$ cat config.mk
export PLATFORM = sky130hd
export DESIGN_NAME = fencei_seq_flat
export DESIGN_NICKNAME = d
export VERILOG_FILES = /design/src/rtl/fencei_seq_pkg.sv /design/src/rtl/fencei_seq_if.sv /design/src/rtl/fencei_seq.sv /design/src/flat_wrapper.sv
export SDC_FILE = /design/constraint.sdc
export NUM_CORES = 1
export LEC_CHECK = 0
export ABC_AREA = 1
export CAP_MARGIN = 10
export CORE_ASPECT_RATIO = 0.5
export CORE_MARGIN = 2
export CORE_UTILIZATION = 35
export CTS_CLUSTER_SIZE = 12
export DETAILED_ROUTE_END_ITERATION = 12
export PLACE_DENSITY = 0.58
export SYNTH_ARGS = -nofsm -noshare
export SYNTH_HDL_FRONTEND = slang
export SYNTH_SLANG_ARGS = --single-unit
$ cat constraint.sdc
create_clock -name clk -period 1.65 [get_ports clk]
set_input_delay 0.33 -clock clk [delete_from_list [all_inputs] [get_ports clk]]
set_output_delay 0.33 -clock clk [all_outputs]
set_load 0.03 [all_outputs]
$ cat src/rtl/fencei_seq_pkg.sv
// Shared definitions for the FENCE.I sequencer: state encoding and default widths/offsets.
package fencei_seq_pkg;

    localparam logic [2:0] FS_IDLE   = 3'd0;
    localparam logic [2:0] FS_DRAIN  = 3'd1;
    localparam logic [2:0] FS_DFLUSH = 3'd2;
    localparam logic [2:0] FS_IINVAL = 3'd3;
    localparam logic [2:0] FS_REDIR  = 3'd4;

    localparam int unsigned PC_W       = 64;
    localparam int unsigned PC_INC_DEF = 4;
    localparam int unsigned CNT_W_DEF  = 16;

    typedef enum logic [2:0] {
        ST_IDLE   = FS_IDLE,
        ST_DRAIN  = FS_DRAIN,
        ST_DFLUSH = FS_DFLUSH,
        ST_IINVAL = FS_IINVAL,
        ST_REDIR  = FS_REDIR
    } fs_state_e;

endpackage

$ cat src/rtl/fencei_seq_if.sv
// Signal bundle between issue/decode, the caches, fetch and the FENCE.I sequencer.
interface fencei_seq_if #(
    parameter int unsigned CNT_W = fencei_seq_pkg::CNT_W_DEF
);
    logic                              pipe_flush;
    logic                              req_valid;
    logic [fencei_seq_pkg::PC_W-1:0]   req_pc;
    logic                              req_done;
    logic                              busy;
    logic                              pipes_idle;
    logic                              dm_flush_req;
    logic                              dm_flush_resp;
    logic                              im_invalidate_req;
    logic                              im_invalidate_resp;
    logic                              ix_if_pc_override;
    logic [fencei_seq_pkg::PC_W-1:0]   ix_if_new_pc;
    logic [CNT_W-1:0]                  last_latency;

    modport slave (
        input  pipe_flush, req_valid, req_pc, pipes_idle, dm_flush_resp, im_invalidate_resp,
        output req_done, busy, dm_flush_req, im_invalidate_req, ix_if_pc_override,
               ix_if_new_pc, last_latency
    );

    modport master (
        output pipe_flush, req_valid, req_pc, pipes_idle, dm_flush_resp, im_invalidate_resp,
        input  req_done, busy, dm_flush_req, im_invalidate_req, ix_if_pc_override,
               ix_if_new_pc, last_latency
    );
endinterface

$ cat src/rtl/fencei_seq.sv
// FENCE.I sequencer: drain pipes, flush D$, invalidate I$, then redirect fetch past the fence.
module fencei_seq
    import fencei_seq_pkg::*;
#(
    parameter int unsigned PC_INC = PC_INC_DEF,
    parameter int unsigned CNT_W  = CNT_W_DEF
) (
    input  logic          clk,
    input  logic          rst,
    fencei_seq_if.slave   bus_io
);

    fs_state_e         state_q, state_d;
    logic [PC_W-1:0]   pc_q, pc_d;
    logic [PC_W-1:0]   new_pc_q, new_pc_d;
    logic [CNT_W-1:0]  cnt_q, cnt_d;
    logic [CNT_W-1:0]  lat_q, lat_d;
    logic [CNT_W-1:0]  cnt_inc;
    logic              aborted_q, aborted_d;
    logic              dm_req_q, dm_req_d;
    logic              im_req_q, im_req_d;
    logic              done_q, done_d;
    logic              busy_q, busy_d;

    assign cnt_inc = (&cnt_q) ? cnt_q : cnt_q + CNT_W'(1);

    // State register and all registered outputs
    always_ff @(posedge clk) begin
        if (rst) begin
            state_q   <= ST_IDLE;
            pc_q      <= '0;
            new_pc_q  <= '0;
            cnt_q     <= '0;
            lat_q     <= '0;
            aborted_q <= 1'b0;
            dm_req_q  <= 1'b0;
            im_req_q  <= 1'b0;
            done_q    <= 1'b0;
            busy_q    <= 1'b0;
        end else begin
            state_q   <= state_d;
            pc_q      <= pc_d;
            new_pc_q  <= new_pc_d;
            cnt_q     <= cnt_d;
            lat_q     <= lat_d;
            aborted_q <= aborted_d;
            dm_req_q  <= dm_req_d;
            im_req_q  <= im_req_d;
            done_q    <= done_d;
            busy_q    <= busy_d;
        end
    end

    // Next-state and next-output logic; counter holds cycles elapsed since accept
    always_comb begin
        state_d   = state_q;
        pc_d      = pc_q;
        new_pc_d  = '0;
        cnt_d     = (state_q == ST_IDLE) ? cnt_q : cnt_inc;
        lat_d     = lat_q;
        aborted_d = aborted_q;
        dm_req_d  = dm_req_q;
        im_req_d  = im_req_q;
        done_d    = 1'b0;

        case (state_q)
            ST_IDLE: begin
                aborted_d = 1'b0;
                if (bus_io.req_valid && !bus_io.pipe_flush) begin
                    pc_d    = bus_io.req_pc;
                    cnt_d   = CNT_W'(1);
                    state_d = ST_DRAIN;
                end
            end
            ST_DRAIN: begin
                if (bus_io.pipe_flush || !bus_io.req_valid) begin
                    state_d = ST_IDLE;
                end else if (bus_io.pipes_idle) begin
                    dm_req_d = 1'b1;
                    state_d  = ST_DFLUSH;
                end
            end
            ST_DFLUSH: begin
                if (bus_io.pipe_flush) aborted_d = 1'b1;
                if (bus_io.dm_flush_resp) begin
                    dm_req_d = 1'b0;
                    im_req_d = 1'b1;
                    state_d  = ST_IINVAL;
                end
            end
            ST_IINVAL: begin
                if (bus_io.pipe_flush) aborted_d = 1'b1;
                if (bus_io.im_invalidate_resp) begin
                    im_req_d = 1'b0;
                    // A flush in the exit cycle itself also suppresses the redirect
                    if (aborted_q || bus_io.pipe_flush) begin
                        state_d = ST_IDLE;
                    end else begin
                        state_d  = ST_REDIR;
                        done_d   = 1'b1;
                        new_pc_d = pc_q + PC_W'(PC_INC);
                        lat_d    = cnt_inc;
                    end
                end
            end
            ST_REDIR: begin
                state_d = ST_IDLE;
            end
            default: begin
                state_d = ST_IDLE;
            end
        endcase

        busy_d = (state_d != ST_IDLE);
    end

    assign bus_io.req_done          = done_q;
    assign bus_io.ix_if_pc_override = done_q;
    assign bus_io.ix_if_new_pc      = new_pc_q;
    assign bus_io.busy              = busy_q;
    assign bus_io.dm_flush_req      = dm_req_q;
    assign bus_io.im_invalidate_req = im_req_q;
    assign bus_io.last_latency      = lat_q;

endmodule

$ cat src/flat_wrapper.sv
// flat-port wrapper written by rule: the top's interface ports become plain ports
module fencei_seq_flat import fencei_seq_pkg::*;
#(
    parameter int unsigned PC_INC = PC_INC_DEF,
    parameter int unsigned CNT_W  = CNT_W_DEF
)
  (clk, rst, bus_io_pipe_flush, bus_io_req_valid, bus_io_req_pc, bus_io_pipes_idle, bus_io_dm_flush_resp, bus_io_im_invalidate_resp, bus_io_req_done, bus_io_busy, bus_io_dm_flush_req, bus_io_im_invalidate_req, bus_io_ix_if_pc_override, bus_io_ix_if_new_pc, bus_io_last_latency);
  fencei_seq_if #(.CNT_W(CNT_W)) bus_io_i ();
  input  logic clk;
  input  logic rst;
  input wire logic [$bits(bus_io_i.pipe_flush)-1:0] bus_io_pipe_flush;
  input wire logic [$bits(bus_io_i.req_valid)-1:0] bus_io_req_valid;
  input wire logic [$bits(bus_io_i.req_pc)-1:0] bus_io_req_pc;
  input wire logic [$bits(bus_io_i.pipes_idle)-1:0] bus_io_pipes_idle;
  input wire logic [$bits(bus_io_i.dm_flush_resp)-1:0] bus_io_dm_flush_resp;
  input wire logic [$bits(bus_io_i.im_invalidate_resp)-1:0] bus_io_im_invalidate_resp;
  output wire logic [$bits(bus_io_i.req_done)-1:0] bus_io_req_done;
  output wire logic [$bits(bus_io_i.busy)-1:0] bus_io_busy;
  output wire logic [$bits(bus_io_i.dm_flush_req)-1:0] bus_io_dm_flush_req;
  output wire logic [$bits(bus_io_i.im_invalidate_req)-1:0] bus_io_im_invalidate_req;
  output wire logic [$bits(bus_io_i.ix_if_pc_override)-1:0] bus_io_ix_if_pc_override;
  output wire logic [$bits(bus_io_i.ix_if_new_pc)-1:0] bus_io_ix_if_new_pc;
  output wire logic [$bits(bus_io_i.last_latency)-1:0] bus_io_last_latency;
  assign bus_io_i.pipe_flush = bus_io_pipe_flush;
  assign bus_io_i.req_valid = bus_io_req_valid;
  assign bus_io_i.req_pc = bus_io_req_pc;
  assign bus_io_i.pipes_idle = bus_io_pipes_idle;
  assign bus_io_i.dm_flush_resp = bus_io_dm_flush_resp;
  assign bus_io_i.im_invalidate_resp = bus_io_im_invalidate_resp;
  assign bus_io_req_done = bus_io_i.req_done;
  assign bus_io_busy = bus_io_i.busy;
  assign bus_io_dm_flush_req = bus_io_i.dm_flush_req;
  assign bus_io_im_invalidate_req = bus_io_i.im_invalidate_req;
  assign bus_io_ix_if_pc_override = bus_io_i.ix_if_pc_override;
  assign bus_io_ix_if_new_pc = bus_io_i.ix_if_new_pc;
  assign bus_io_last_latency = bus_io_i.last_latency;
  fencei_seq #(.PC_INC(PC_INC), .CNT_W(CNT_W)) u_core (.clk(clk), .rst(rst), .bus_io(bus_io_i));
endmodule
==> results of run 1 <==
-- critical path, stage by stage (launching register included) --
cell      delay [ns]
dfxtp_1         0.39
nand2_1         0.13
nor2_2          0.22
buf_4           0.14
nand2_1         0.07
nor2_2          0.22
nand3b_1        0.11
a21oi_1         0.27
-- flip-flops by register name (all words and copies together), names as in the netlist --
name,cells
u_core.bus_io.last_latency,16
u_core.aborted_q,1
u_core.bus_io.ix_if_pc_override,1
u_core.cnt_q,16
u_core.pc_q,64
u_core.bus_io.dm_flush_req,1
u_core.state_q,3
u_core.bus_io.ix_if_new_pc,64
u_core.bus_io.im_invalidate_req,1
u_core.bus_io.busy,1
-- cell families (layout without fill, tap and decap cells) --
| logic type | count (synthesis) | in the layout | synth area share, % |
|---|---|---|---|
| buf+inv | 138 | 401 | 6.96 |
| xor+xnor | 15 | 15 | 1.68 |
| compound gates | 205 | 205 | 13.2 |
| fa+ha+maj | 2 | 2 | 0.321 |
| simple gates | 596 | 596 | 34.7 |
| flops | 168 | 168 | 43.1 |
-- worst paths after layout --
| path | to | slack, ns | cells after the start | start |
|---|---|---|---|---|
| worst max register to register | u_core.bus_io.ix_if_new_pc[34]$_SDFF_PP0_ | 0.006 | 7 | u_core.pc_q[12]$_SDFFE_PP0P_ |
| worst max-delay path | u_core.bus_io.ix_if_new_pc[34]$_SDFF_PP0_ | 0.006 | 7 | u_core.pc_q[12]$_SDFFE_PP0P_ |
| worst min register to register | u_core.bus_io.ix_if_new_pc[1]$_SDFF_PP0_ | 0.45 | 2 | u_core.pc_q[1]$_SDFFE_PP0P_ |
| worst min-delay path | u_core.bus_io.ix_if_new_pc[1]$_SDFF_PP0_ | 0.45 | 2 | u_core.pc_q[1]$_SDFFE_PP0P_ |
-- routing by layer --
metal  vias to the layer above  share of wire [%]  global-route usage [%]
li1                       4137                  -                       -
met1                      3834                 46                    29.7
met2                       251                 45                    37.0
met3                        33                7.1                    5.73
met4                         0                1.7                    6.65
met5                         -                  0                       0
-- Yosys cell counts (9+ instances only) --
cell type / count / area share [%]
a21oi_1: 105 / 6.7
o21ai_0: 92 / 5.9
nand3_1: 58 / 3.7
nand4_1: 26 / 2.1
xor2_1: 12 / 1.3
clkbuf_1: 19 / 0.91
nor2_2: 16 / 1.3
nand2_1: 224 / 11
buf_2: 14 / 0.90
or2_2: 9 / 0.72
inv_1: 98 / 4.7
nor2_1: 211 / 10
dfxtp_1: 168 / 43
-- through the flow --
stage / power (mW) / utilization, % / TNS, ns
finish: 9.71 / 52.0 / 0
global placement: 5.14 / 48.2 / -19.71
floorplan: 4.70 / - / 0
CTS: 9.77 / 50.9 / -0.000498
global route: 10.1 / 52.0 / -0.110
detailed placement: 5.15 / 48.2 / -24.14
-- final cells by class --
type,count,area (sq um)
Clock buffer,20,457
Clock inverter,11,220
Sequential cell,168,3400
Multi-Input combinational cell,818,4080
Timing Repair Buffer,269,2410
Tap cell,300,375
Inverter,101,379
Fill cell,2202,10500
-- power by group --
group          switching (mW)  internal (mW)  leakage (nW)
logic                   0.379          0.380          3.06
registers               0.143           4.19          1.37
clock network            1.71           2.92         0.319
-- what timing repair did --
item / in CTS / in global routing
pin swaps: 3 / 9
setup buffers: 1 / 3
gates resized for setup: 94 / 72
setup endpoints to repair: 94 / 67
==> flow_metrics.env, run 1 <==
export IMPL_first_iter_violations=548
export IMPL_hpwl_microns=20300
export IMPL_start_util_pct=35.8
export IMPL_critPathLaunchType="register"
export IMPL_overflow=0
export IMPL_drcViolationCount=0
export IMPL_end_kind="register"
export IMPL_cts_tree="built"
export IMPL_drive_above_1_share_pct=19.3
export IMPL_clockRootBuffer="clkbuf_16"
export IMPL_setup_slack_ns=0.00591
export IMPL_syn_area_per_cell_sq_um=6.94
export IMPL_coreArea_sq_um=21800
export IMPL_post_route_min_period_ns=1.64
export IMPL_io_buffers=155
export IMPL_power_density_nw_per_um2=858
export IMPL_grt_setup_unrepaired="yes"
export IMPL_grt_max_degree=47
export IMPL_peakVddDrop_v=0.000605
export IMPL_synth_edf_count=0
export IMPL_grt_usage_pct=22.6
export IMPL_routed_wl_microns=26300
export IMPL_synth_warnings=0
export IMPL_final_area_sq_um=11300
export IMPL_setup_viol=0
export IMPL_status="finished clean"
export IMPL_synth_area_sq_um=7800
export IMPL_io_pins=156
export IMPL_hp_class="register to register"
export IMPL_maxCapViolations=0
export IMPL_cts_hold_buf=0
export IMPL_crit_fanout=5
export IMPL_clkTransAtPathRegs_ns=0.07
export IMPL_cts_inserted_buffers=17
export IMPL_routedWlPerCell_microns=15.6
export IMPL_leakage_nw=4.75
export IMPL_cp_required_ns=1.98
export IMPL_antenna_found_initial=0
export IMPL_hold_viol_final=0
export IMPL_die_y_microns=110
export IMPL_holdWs_ns=0.449
export IMPL_viasPerCell=4.89
export IMPL_num_rows=38
export IMPL_stdcell_count=1687
export IMPL_place_area_sq_um=10500
export IMPL_ys_seq_area_share_pct=43.1
export IMPL_synth_seq_cells=168
export IMPL_first_pass_iters=5
export IMPL_path_class="register to register"
export IMPL_fmax_ghz=0.608
export IMPL_clock_skew_ns=0.00915
export IMPL_dieArea_sq_um=23600
export IMPL_synth_net_count=1197
export IMPL_nets=1448
export IMPL_dp_cells=1652
export IMPL_place_gp_congestion=0.953
export IMPL_ys_types=35
export IMPL_async_flop_share_pct=0
export IMPL_final_common_cell="nand2_1"
export IMPL_worstPathArrival_ns=1.98
export IMPL_slew_violations=0
export IMPL_clkSinkCount=168
export IMPL_fin_crit_sh_pct=99.6
export IMPL_synth_cells=1124
export IMPL_drtAntennaViolNets=0
export IMPL_diodes=0
export IMPL_layout_common_cells="220 x nand2_1, 185 x nor2_1, 146 x dfxtp_1"
export IMPL_worst_slew_margin_rel_pct=74.8
export IMPL_htree_levels=4
export IMPL_pre_cts_slack_ns=-0.249
export IMPL_cts_path_max_buffers=2
export IMPL_ys_flop_type="dfxtp_1"
export IMPL_grt_first_pass_wirelength_microns=41000
export IMPL_vias=8255
export IMPL_area_growth_pct=45.1
export IMPL_tightest_slew_ns=0.378
export IMPL_grt_pass1_vias=7929
export IMPL_insertion_delay_ns=0.44
export IMPL_die_w_microns=215
Power figures use the tool's default switching activity.
==> run 2, diff against run 1 <==
--- a/config.mk
+++ b/config.mk
@@ -7,7 +7,7 @@
 export LEC_CHECK = 0
 export ABC_AREA = 1
 export CAP_MARGIN = 10
-export CORE_ASPECT_RATIO = 0.5
+export CORE_ASPECT_RATIO = 0.8
 export CORE_MARGIN = 2
 export CORE_UTILIZATION = 35
 export CTS_CLUSTER_SIZE = 12
==> flow_metrics.env, run 2 (synthesis results as in run 1) <==
export IMPL_dieArea_sq_um=23500
export IMPL_clkSinkCount=168
export IMPL_place_area_sq_um=10600
export IMPL_holdPathStages=2
export IMPL_cts_tree="built"
export IMPL_clkTransAtPathRegs_ns=0.07
export IMPL_end_kind="register"
export IMPL_total_power_mw=9.40
export IMPL_final_common_cell="nand2_1"
export IMPL_grt_max_degree=47
export IMPL_num_fill_cells=2231
export IMPL_cp_top_family="simple AND/OR/NAND/NOR gates"
export IMPL_coreArea_sq_um=21700
export IMPL_reg2reg_from="u_core.pc_q[19]$_SDFFE_PP0P_"
export IMPL_first_pass_iters=5
export IMPL_drive_above_1_share_pct=20.8
export IMPL_io_pins=156
export IMPL_hpwl_microns=20300
export IMPL_place_gp_congestion=0.946
export IMPL_min_to="u_core.bus_io.ix_if_new_pc[0]$_SDFF_PP0_"
export IMPL_routedWlPerCell_microns=15.6
export IMPL_start_util_pct=35.9
export IMPL_worst_slew_margin_rel_pct=69.6
export IMPL_drtAntennaViolNets=0
export IMPL_fin_crit_sh_pct=98.0
export IMPL_viasPerCell=4.78
export IMPL_num_rows=48
export IMPL_overflow=0
export IMPL_slew_violations=0
export IMPL_holdCritStartpoint="u_core.pc_q[0]$_SDFFE_PP0P_"
export IMPL_layout_common_cells="212 x nand2_1, 182 x nor2_1, 145 x dfxtp_1"
export IMPL_htree_levels=4
export IMPL_r2r_end="u_core.bus_io.ix_if_new_pc[59]$_SDFF_PP0_"
export IMPL_fmax_ghz=0.618
export IMPL_tightest_slew_ns=0.456
export IMPL_grt_pass1_vias=7437
export IMPL_grt_usage_pct=22.8
export IMPL_cp_common_cell="nand2_1"
export IMPL_ff2ff_setup_slack_ns=0.03
export IMPL_hp_class="register to register"
export IMPL_cpMaxStageDelayCell="dfxtp_1"
export IMPL_leakage_nw=4.75
export IMPL_slowest_delay_ns=0.40
export IMPL_peakVddDrop_v=0.000605
export IMPL_routed_wl_microns=26500
export IMPL_vias=8114
export IMPL_first_iter_violations=637
export IMPL_worstPathArrival_ns=1.95
export IMPL_cts_inserted_buffers=17
export IMPL_power_density_nw_per_um2=826
export IMPL_clockRootBuffer="clkbuf_16"
export IMPL_final_area_sq_um=11400
export IMPL_die_y_microns=138
export IMPL_path_class="register to register"
export IMPL_worst_path_buf_inv=0
export IMPL_hold_viol_final=0
export IMPL_critPathLaunchType="register"
export IMPL_crit_fanout=4
export IMPL_area_growth_pct=45.9
export IMPL_setup_viol=0
export IMPL_die_w_microns=171
export IMPL_grt_first_pass_wirelength_microns=40800
export IMPL_post_route_min_period_ns=1.62
export IMPL_drcViolationCount=0
export IMPL_clock_skew_ns=0.0131
export IMPL_maxCapViolations=0
export IMPL_r2r_cells=9
export IMPL_path_cells="nand2_1 -> nor2_1 -> nand3_2 -> nor2_4 -> nand2_2 -> nor2_2 -> nand2_1 -> nand2_1 -> nor2_1"
export IMPL_diodes=0
export IMPL_cp_required_ns=1.99
export IMPL_antenna_found_initial=0
export IMPL_io_buffers=155
export IMPL_status="finished clean"
export IMPL_insertion_delay_ns=0.44
export IMPL_cts_path_max_buffers=2
export IMPL_nets=1457
-- run 2: cell types whose count changed in the layout (fill, tap and decap cells not counted), sizes merged --
cell and change:
buf +9, bufinv -3, clkbuf -2, clkinv +2, clkinvlp -1, inv +5
-- run 2: cell type report --
class                      instances  area (sq um)  area share [%]
tap                              300           375            3.30
clock buffer                      18           439            3.86
timing repair buffer             278          2480            21.8
sequential                       168          3400            29.9
multi-input combinational        818          4120            36.2
inverter                         101           379            3.33
clock inverter                    14           186            1.64
-- run 2: repair_timing --
action,in CTS,in global routing
hold buffers,0,0
buffers inserted,0,2
endpoints found under the setup margin,94,59
gates resized for setup,94,83
hold endpoints to repair,0,0
pin swaps,1,13
-- run 2: worst max-delay path by stage --
stage | start | to | slack, ns | cells after the start
after global routing | u_core.pc_q[19]$_SDFFE_PP0P_ | u_core.bus_io.ix_if_new_pc[31]$_SDFF_PP0_ | -0.07 | 8
after detailed placement | bus_io_req_valid | u_core.pc_q[14]$_SDFFE_PP0P_ | -0.24 | 9
final | u_core.pc_q[19]$_SDFFE_PP0P_ | u_core.bus_io.ix_if_new_pc[59]$_SDFF_PP0_ | 0.03 | 9
after global placement | bus_io_req_valid | u_core.pc_q[23]$_SDFFE_PP0P_ | -0.22 | 9
after floorplan | u_core.pc_q[2]$_SDFFE_PP0P_ | u_core.bus_io.ix_if_new_pc[40]$_SDFF_PP0_ | 0.06 | 10
after CTS | u_core.pc_q[2]$_SDFFE_PP0P_ | u_core.bus_io.ix_if_new_pc[54]$_SDFF_PP0_ | 0.0006 | 10
-- run 2: power by group --
group | leakage, nW | switching (mW) | internal (mW)
Combinational | 3.07 | 0.383 | 0.390
Clock | 0.300 | 1.83 | 2.46
Sequential | 1.37 | 0.148 | 4.19
-- run 2: per-stage QoR --
stage	util (%)	setup WS (ns)	hold slack, ns	cells	setup TNS (ns)
after floorplan	-	0.0648	0.416	1124	0
after global placement	48.7	-0.223	0.430	1663	-13.92
after detailed placement	48.7	-0.242	0.432	1663	-13.96
after CTS	51.2	0.000591	0.444	1695	0
after global routing	52.3	-0.0690	0.466	1697	-0.234
final	52.3	0.0329	0.443	1697	0
-- run 2: metal layers --
layer	global-route usage, %	vias to the layer above	wire, microns
met3	4.40	17	1620
met2	32.8	257	10700
li1	-	4152	-
met5	0	-	0
met4	4.66	0	215
met1	35.1	3688	13900
-- run 2: worst reg2reg max path, stage by stage, from the launching register on --
cell and delay [ns]:
dfxtp_1 0.40, nand2_1 0.14, nor2_1 0.17, nand3_2 0.15, nor2_4 0.23, nand2_2 0.13
nor2_2 0.14, nand2_1 0.06, nand2_1 0.06, nor2_1 0.04
==> run 3, diff against run 2 <==
==> constraint.sdc (replaced) <==
create_clock -name clk -period 1.3 [get_ports clk]
set_input_delay 0.26 -clock clk [delete_from_list [all_inputs] [get_ports clk]]
set_output_delay 0.26 -clock clk [all_outputs]
set_load 0.03 [all_outputs]
==> flow_metrics.env, run 3 (synthesis results as in run 1) <==
export IMPL_maxCapViolations=0
export IMPL_routed_wl_microns=34400
export IMPL_path_cells="ha_4 -> inv_4 -> nor2_4 -> nand2_4 -> nor2_4 -> nand3_4 -> or2_0 -> a21oi_1"
export IMPL_worstPathArrival_ns=1.98
export IMPL_die_w_microns=171
export IMPL_post_route_min_period_ns=1.62
export IMPL_vias=9376
export IMPL_grt_max_degree=46
export IMPL_slowest_delay_ns=0.38
export IMPL_end_kind="register"
export IMPL_place_area_sq_um=11500
export IMPL_clkTransAtPathRegs_ns=0.07
export IMPL_drive_above_1_share_pct=52.0
export IMPL_tightest_slew_ns=0.313
export IMPL_critPathLaunchType="register"
export IMPL_slew_violations=0
export IMPL_grt_pass1_vias=8711
export IMPL_num_rows=48
export IMPL_final_common_cell="buf_4"
export IMPL_overflow=0
export IMPL_setup_slack_ns=-0.315
export IMPL_path_class="register to register"
export IMPL_cts_tree="built"
export IMPL_io_pins=156
export IMPL_area_growth_pct=86.3
export IMPL_htree_levels=4
export IMPL_cpMaxStageDelayCell="dfxtp_4"
export IMPL_setup_viol=155
export IMPL_dieArea_sq_um=23500
export IMPL_insertion_delay_ns=0.44
export IMPL_grt_setup_unrepaired="yes"
export IMPL_ff2ff_setup_slack_ns=-0.32
export IMPL_antenna_found_initial=1
export IMPL_diodes=0
export IMPL_hpwl_microns=21400
export IMPL_first_pass_iters=5
export IMPL_grt_first_pass_wirelength_microns=48100
export IMPL_die_y_microns=138
export IMPL_fin_util_pct=66.8
export IMPL_fin_crit_sh_pct=124
export IMPL_layout_common_cells="192 x buf_4, 148 x nand2_1, 128 x nor2_1"
export IMPL_cts_inserted_buffers=17
export IMPL_viasPerCell=5.10
export IMPL_drtAntennaViolNets=0
export IMPL_crit_fanout=4
export IMPL_total_power_mw=12.3
export IMPL_clock_skew_ns=0.0153
export IMPL_drcViolationCount=0
export IMPL_clockRootBuffer="clkbuf_16"
export IMPL_grt_usage_pct=27.0
export IMPL_cp_common_cell="nor2_4"
export IMPL_start_util_pct=35.9
export IMPL_cp_required_ns=1.67
export IMPL_min_to="u_core.pc_q[24]$_SDFFE_PP0P_"
export IMPL_r2r_cells=8
export IMPL_place_gp_congestion=0.901
export IMPL_peakVddDrop_v=0.000850
export IMPL_routedWlPerCell_microns=18.7
export IMPL_reg2reg_from="u_core.pc_q[3]$_SDFFE_PP0P_"
export IMPL_fmax_ghz=0.619
export IMPL_failed_checks="setup timing"
export IMPL_status="finished, violations left"
export IMPL_cts_path_max_buffers=2
export IMPL_hold_viol_final=0
export IMPL_holdCritStartpoint="bus_io_req_pc[24]"
export IMPL_power_density_nw_per_um2=845
export IMPL_hp_class="primary input to register"
export IMPL_nets=1597
export IMPL_worst_slew_margin_rel_pct=79.1
export IMPL_holdPathStages=3
export IMPL_cts_hold_buf=0
export IMPL_final_area_sq_um=14500
export IMPL_io_buffers=155
export IMPL_coreArea_sq_um=21700
export IMPL_clkSinkCount=168
export IMPL_r2r_end="u_core.bus_io.ix_if_new_pc[38]$_SDFF_PP0_"
export IMPL_leakage_nw=6.04
export IMPL_first_iter_violations=691
[run 3: cell types whose count changed in the layout (fill, tap and decap cells not counted), moves of 44 or more]
cell           previous run  this run
dlygate4sd2_1            85         0
buf_4                   114       192
o21ai_0                  91        35
nand2_1                 212       148
nor2_4                   18        69
buf_2                     0        50
o21ai_2                   0        44
nor2_1                  182       128
buf_6                     0        49
[run 3: worst max-delay path by stage]
stage	startpoint	end	slack, ns	cells after the start
3_5_place_dp	bus_io_pipe_flush	u_core.pc_q[63]$_SDFFE_PP0P_	-0.53	8
3_3_place_gp	bus_io_req_valid	u_core.pc_q[63]$_SDFFE_PP0P_	-0.55	9
4_1_cts	u_core.pc_q[3]$_SDFFE_PP0P_	u_core.bus_io.ix_if_new_pc[58]$_SDFF_PP0_	-0.25	8
2_1_floorplan	u_core.pc_q[3]$_SDFFE_PP0P_	u_core.bus_io.ix_if_new_pc[40]$_SDFF_PP0_	-0.11	10
5_1_grt	u_core.pc_q[3]$_SDFFE_PP0P_	u_core.bus_io.ix_if_new_pc[38]$_SDFF_PP0_	-0.38	8
6_report	u_core.pc_q[3]$_SDFFE_PP0P_	u_core.bus_io.ix_if_new_pc[38]$_SDFF_PP0_	-0.32	8
[run 3: stage by stage]
step                      hold slack (ns)  setup slack, ns  instances  TNS [ns]
after floorplan                     0.394           -0.105       1124     -1.15
after global placement              0.434           -0.546       1742    -59.54
after global routing                0.411           -0.375       1837    -39.84
after detailed placement            0.437           -0.527       1742    -61.55
after CTS                           0.388           -0.251       1807    -20.08
final                               0.392           -0.315       1837    -31.01
[run 3: layer usage]
metal	global-route usage (%)	routed length, microns
met1	38.9	15400
met2	41.2	15000
met3	4.94	2990
met4	7.39	1070
met5	0	0
[run 3: power by group]
group          internal (mW)  switching (mW)
Clock                   2.85            2.31
Sequential              5.31           0.235
Combinational          0.770           0.801
Total                   8.93            3.34
[run 3: worst max-delay path: cells and delay by family, from the launching register on]
family | cells | cell delay, ns
AND/OR/NAND/NOR | 5 | 0.83
flip-flops | 1 | 0.38
adder cells (fa/ha/maj) | 1 | 0.16
AO/OA/AOI/OAI | 1 | 0.11
buffers and inverters | 1 | 0.04
[run 3: area by class of cell]
type	instances	area, sq um
inverter	101	418
sequential	168	3500
tap	300	375
clock inverter	14	148
timing repair inverter	2	25.0
timing repair buffer	416	4090
clock buffer	18	429
multi-input combinational	818	5540
fill	1789	7210
[run 3: timing repair]
item                                    CTS  global route
gates cloned                              8             8
resized for setup                       541           318
pin swaps                                89            98
endpoints found under the setup margin  205           173
buffers inserted                         27            29
==> RTL change: new RTL, config.mk and constraints of run 2 <==
Make the reset (`rst`) asynchronous in one clocked block.
--- a/src/rtl/fencei_seq.sv
+++ b/src/rtl/fencei_seq.sv
@@ -26,5 +26,5 @@
 
     // State register and all registered outputs
-    always_ff @(posedge clk) begin
+    always_ff @(posedge clk or posedge rst) begin
         if (rst) begin
             state_q   <= ST_IDLE;
Function: differs if rst is asserted again (counterexample within 4 cycles, from zero or initial values and one cycle with rst high); with rst held inactive, the same outputs for 4 cycles.
==> RTL change against run 2 <==
  * The run now ends with negative setup slack left
  * Synthesized cell count increased by 2.0%
  * Sequential cell count unchanged
  * Worst hold slack got worse by 150 ps
  * Worst setup slack got worse by 110 ps
  * Area after synthesis increased by 9.4%
  * Final area increased by 12%
  * Routed wire length increased by 9.2%
  * Sequential share of layout area increased by 3.3 points
  * Highest routed layer unchanged
Power is not compared: it rests on default switching activity, and its combinational part moved more than twofold at a synthesized area within 25%.
==> RTL change: results <==
export IMPL_grt_util_all_layers=0.2271
export IMPL_root_buffer="clkbuf_16"
export IMPL_dpl_cell_area_um2=11530
export IMPL_reg2reg_to="u_core.bus_io.ix_if_new_pc[58]"
export IMPL_min_path_type="primary input to async pin"
export IMPL_violations="negative setup slack"
export IMPL_hpwlAfterDp_mm=21.49
export IMPL_fin_setup_tns_ps=-405.0
export IMPL_yosysWarnings=0
export IMPL_grt_pass1_wl_mm=44.00
export IMPL_rr_worst_depth=10
export IMPL_clk_latency_ps=440
export IMPL_skew_ps=13.70
export IMPL_maxSlewHeadroom=0.7262
export IMPL_cp_data_arrival_time_ps=2050
export IMPL_path_max_fanout=6
export IMPL_synthTopCellsByArea="dfrtp_1, nand2_1, nor2_1, o21ai_0, inv_1"
export IMPL_grt_start_max_net_pins=72
export IMPL_clk_pin_slew_worst_paths_ps=70
export IMPL_grt_pass1_vias=8128
export IMPL_cts_buffers=17
export IMPL_drt_wl_total_mm=28.92
export IMPL_synth_commonest_cells="nand2_1, nor2_1, dfrtp_1"
export IMPL_syn_nets=1219
export IMPL_status="complete, but fails checks"
export IMPL_n_fill_cell=2324
export IMPL_peakVddDrop_uv=699.9
export IMPL_worst_hold_slack_ps=288.9
export IMPL_setup_ws_ps=-73.26
export IMPL_async_flop_share=1.000
export IMPL_yosys_most_used_dff="dfrtp_1"
export IMPL_fin_nets=1527
export IMPL_clockBufferDepth=2
export IMPL_diodes=0
export IMPL_gp_congestion=0.9112
export IMPL_p_leak_uw=0.006164
export IMPL_ys_seq_area_frac=0.4930
export IMPL_drt_pass1_iter_count=5
export IMPL_r2r_start="u_core.pc_q[2]"
export IMPL_h_tree_depth=4
export IMPL_io_buffers=155
export IMPL_dp_slack_ps=-153.9
export IMPL_drive_gt1_frac=0.2401
export IMPL_antenna_found_initial=0
export IMPL_vias_per_cell=4.782
export IMPL_synthDistinctLibCells=33
export IMPL_finalSetupViolCount=15
export IMPL_drt_iter0_markers=620
==> RTL change: cell types whose count changed after synthesis, sizes merged, moves of 8 or more <==
| cell | change |
|---|---|
| nor3 | +8 |
| or2 | -9 |
| nor2 | -37 |
| a21oi | -73 |
| nand2 | +156 |
| dfxtp | -168 |
| dfrtp | +168 |
==> RTL change: worst max-delay path by stage <==
| stage | startpoint | to | slack (ps) |
|---|---|---|---|
| after CTS | u_core.pc_q[2] | u_core.bus_io.ix_if_new_pc[58] | -90 |
| after floorplan | rst | u_core.aborted_q | -820 |
| after detailed placement | bus_io_im_invalidate_resp | u_core.bus_io.ix_if_new_pc[12] | -150 |
| after global placement | bus_io_im_invalidate_resp | u_core.bus_io.ix_if_new_pc[29] | -220 |
| final | u_core.pc_q[2] | u_core.bus_io.ix_if_new_pc[58] | -70 |
| after global routing | u_core.pc_q[2] | u_core.bus_io.ix_if_new_pc[48] | -150 |
==> RTL change: final cells by class <==
| type | instances | area share |
|---|---|---|
| Inverter | 107 | 0.03222 |
| Clock inverter | 13 | 0.01130 |
| Tap cell | 318 | 0.03124 |
| Clock buffer | 18 | 0.03448 |
| Sequential cell | 168 | 0.3310 |
| Multi-Input combinational cell | 841 | 0.3344 |
| Timing Repair Buffer | 319 | 0.2253 |
==> RTL change: worst max-delay path, cell delays in order, from the launching register on <==
cell     delay [ps]
dfrtp_1         400
ha_4            180
nand2_4          60
nor2_4          100
nand2_4          80
nor2_4          230
nand2_4         120
nor2_8          180
nand3_2         110
nor2_2          110
nor2_1           50
==> RTL change: logic make-up after synthesis <==
family / Yosys count / share of synthesized area
xor+xnor: 5 / 0.005135
simple gates: 699 / 0.3540
fa+ha+maj: 2 / 0.002934
compound gates: 135 / 0.08040
buf+inv: 137 / 0.06455
flops: 168 / 0.4930
==> RTL change: metal layers <==
metal	track usage	up-vias	routed length, um
li1	-	4227	-
met5	0	-	0
met4	0.04878	0	363
met2	0.3316	237	12390
met3	0.03466	26	1731
met1	0.3525	4041	14440
==> RTL change: stage by stage <==
stage,std cells,utilization
2_1_floorplan,1146,-
3_3_place_gp,1730,0.4782
3_5_place_dp,1730,0.4782
4_1_cts,1771,0.5060
5_1_grt,1784,0.5281
6_report,1784,0.5281
==> RTL change: where the power goes <==
| group | internal (uW) | switching [uW] |
|---|---|---|
| Sequential | 5310 | 1180 |
| Combinational | 2300 | 3450 |
| Clock | 2270 | 1800 |
| Total | 9890 | 6430 |
==> RTL change: repair_timing <==
action                                  in CTS  in global routing
pin swaps                                   19                 24
setup buffers                               10                 12
gates cloned                                 0                  1
hold buffers                                 0                  0
endpoints found under the hold margin        0                  0
endpoints found under the setup margin     114                 71
gates resized for setup                    119                119
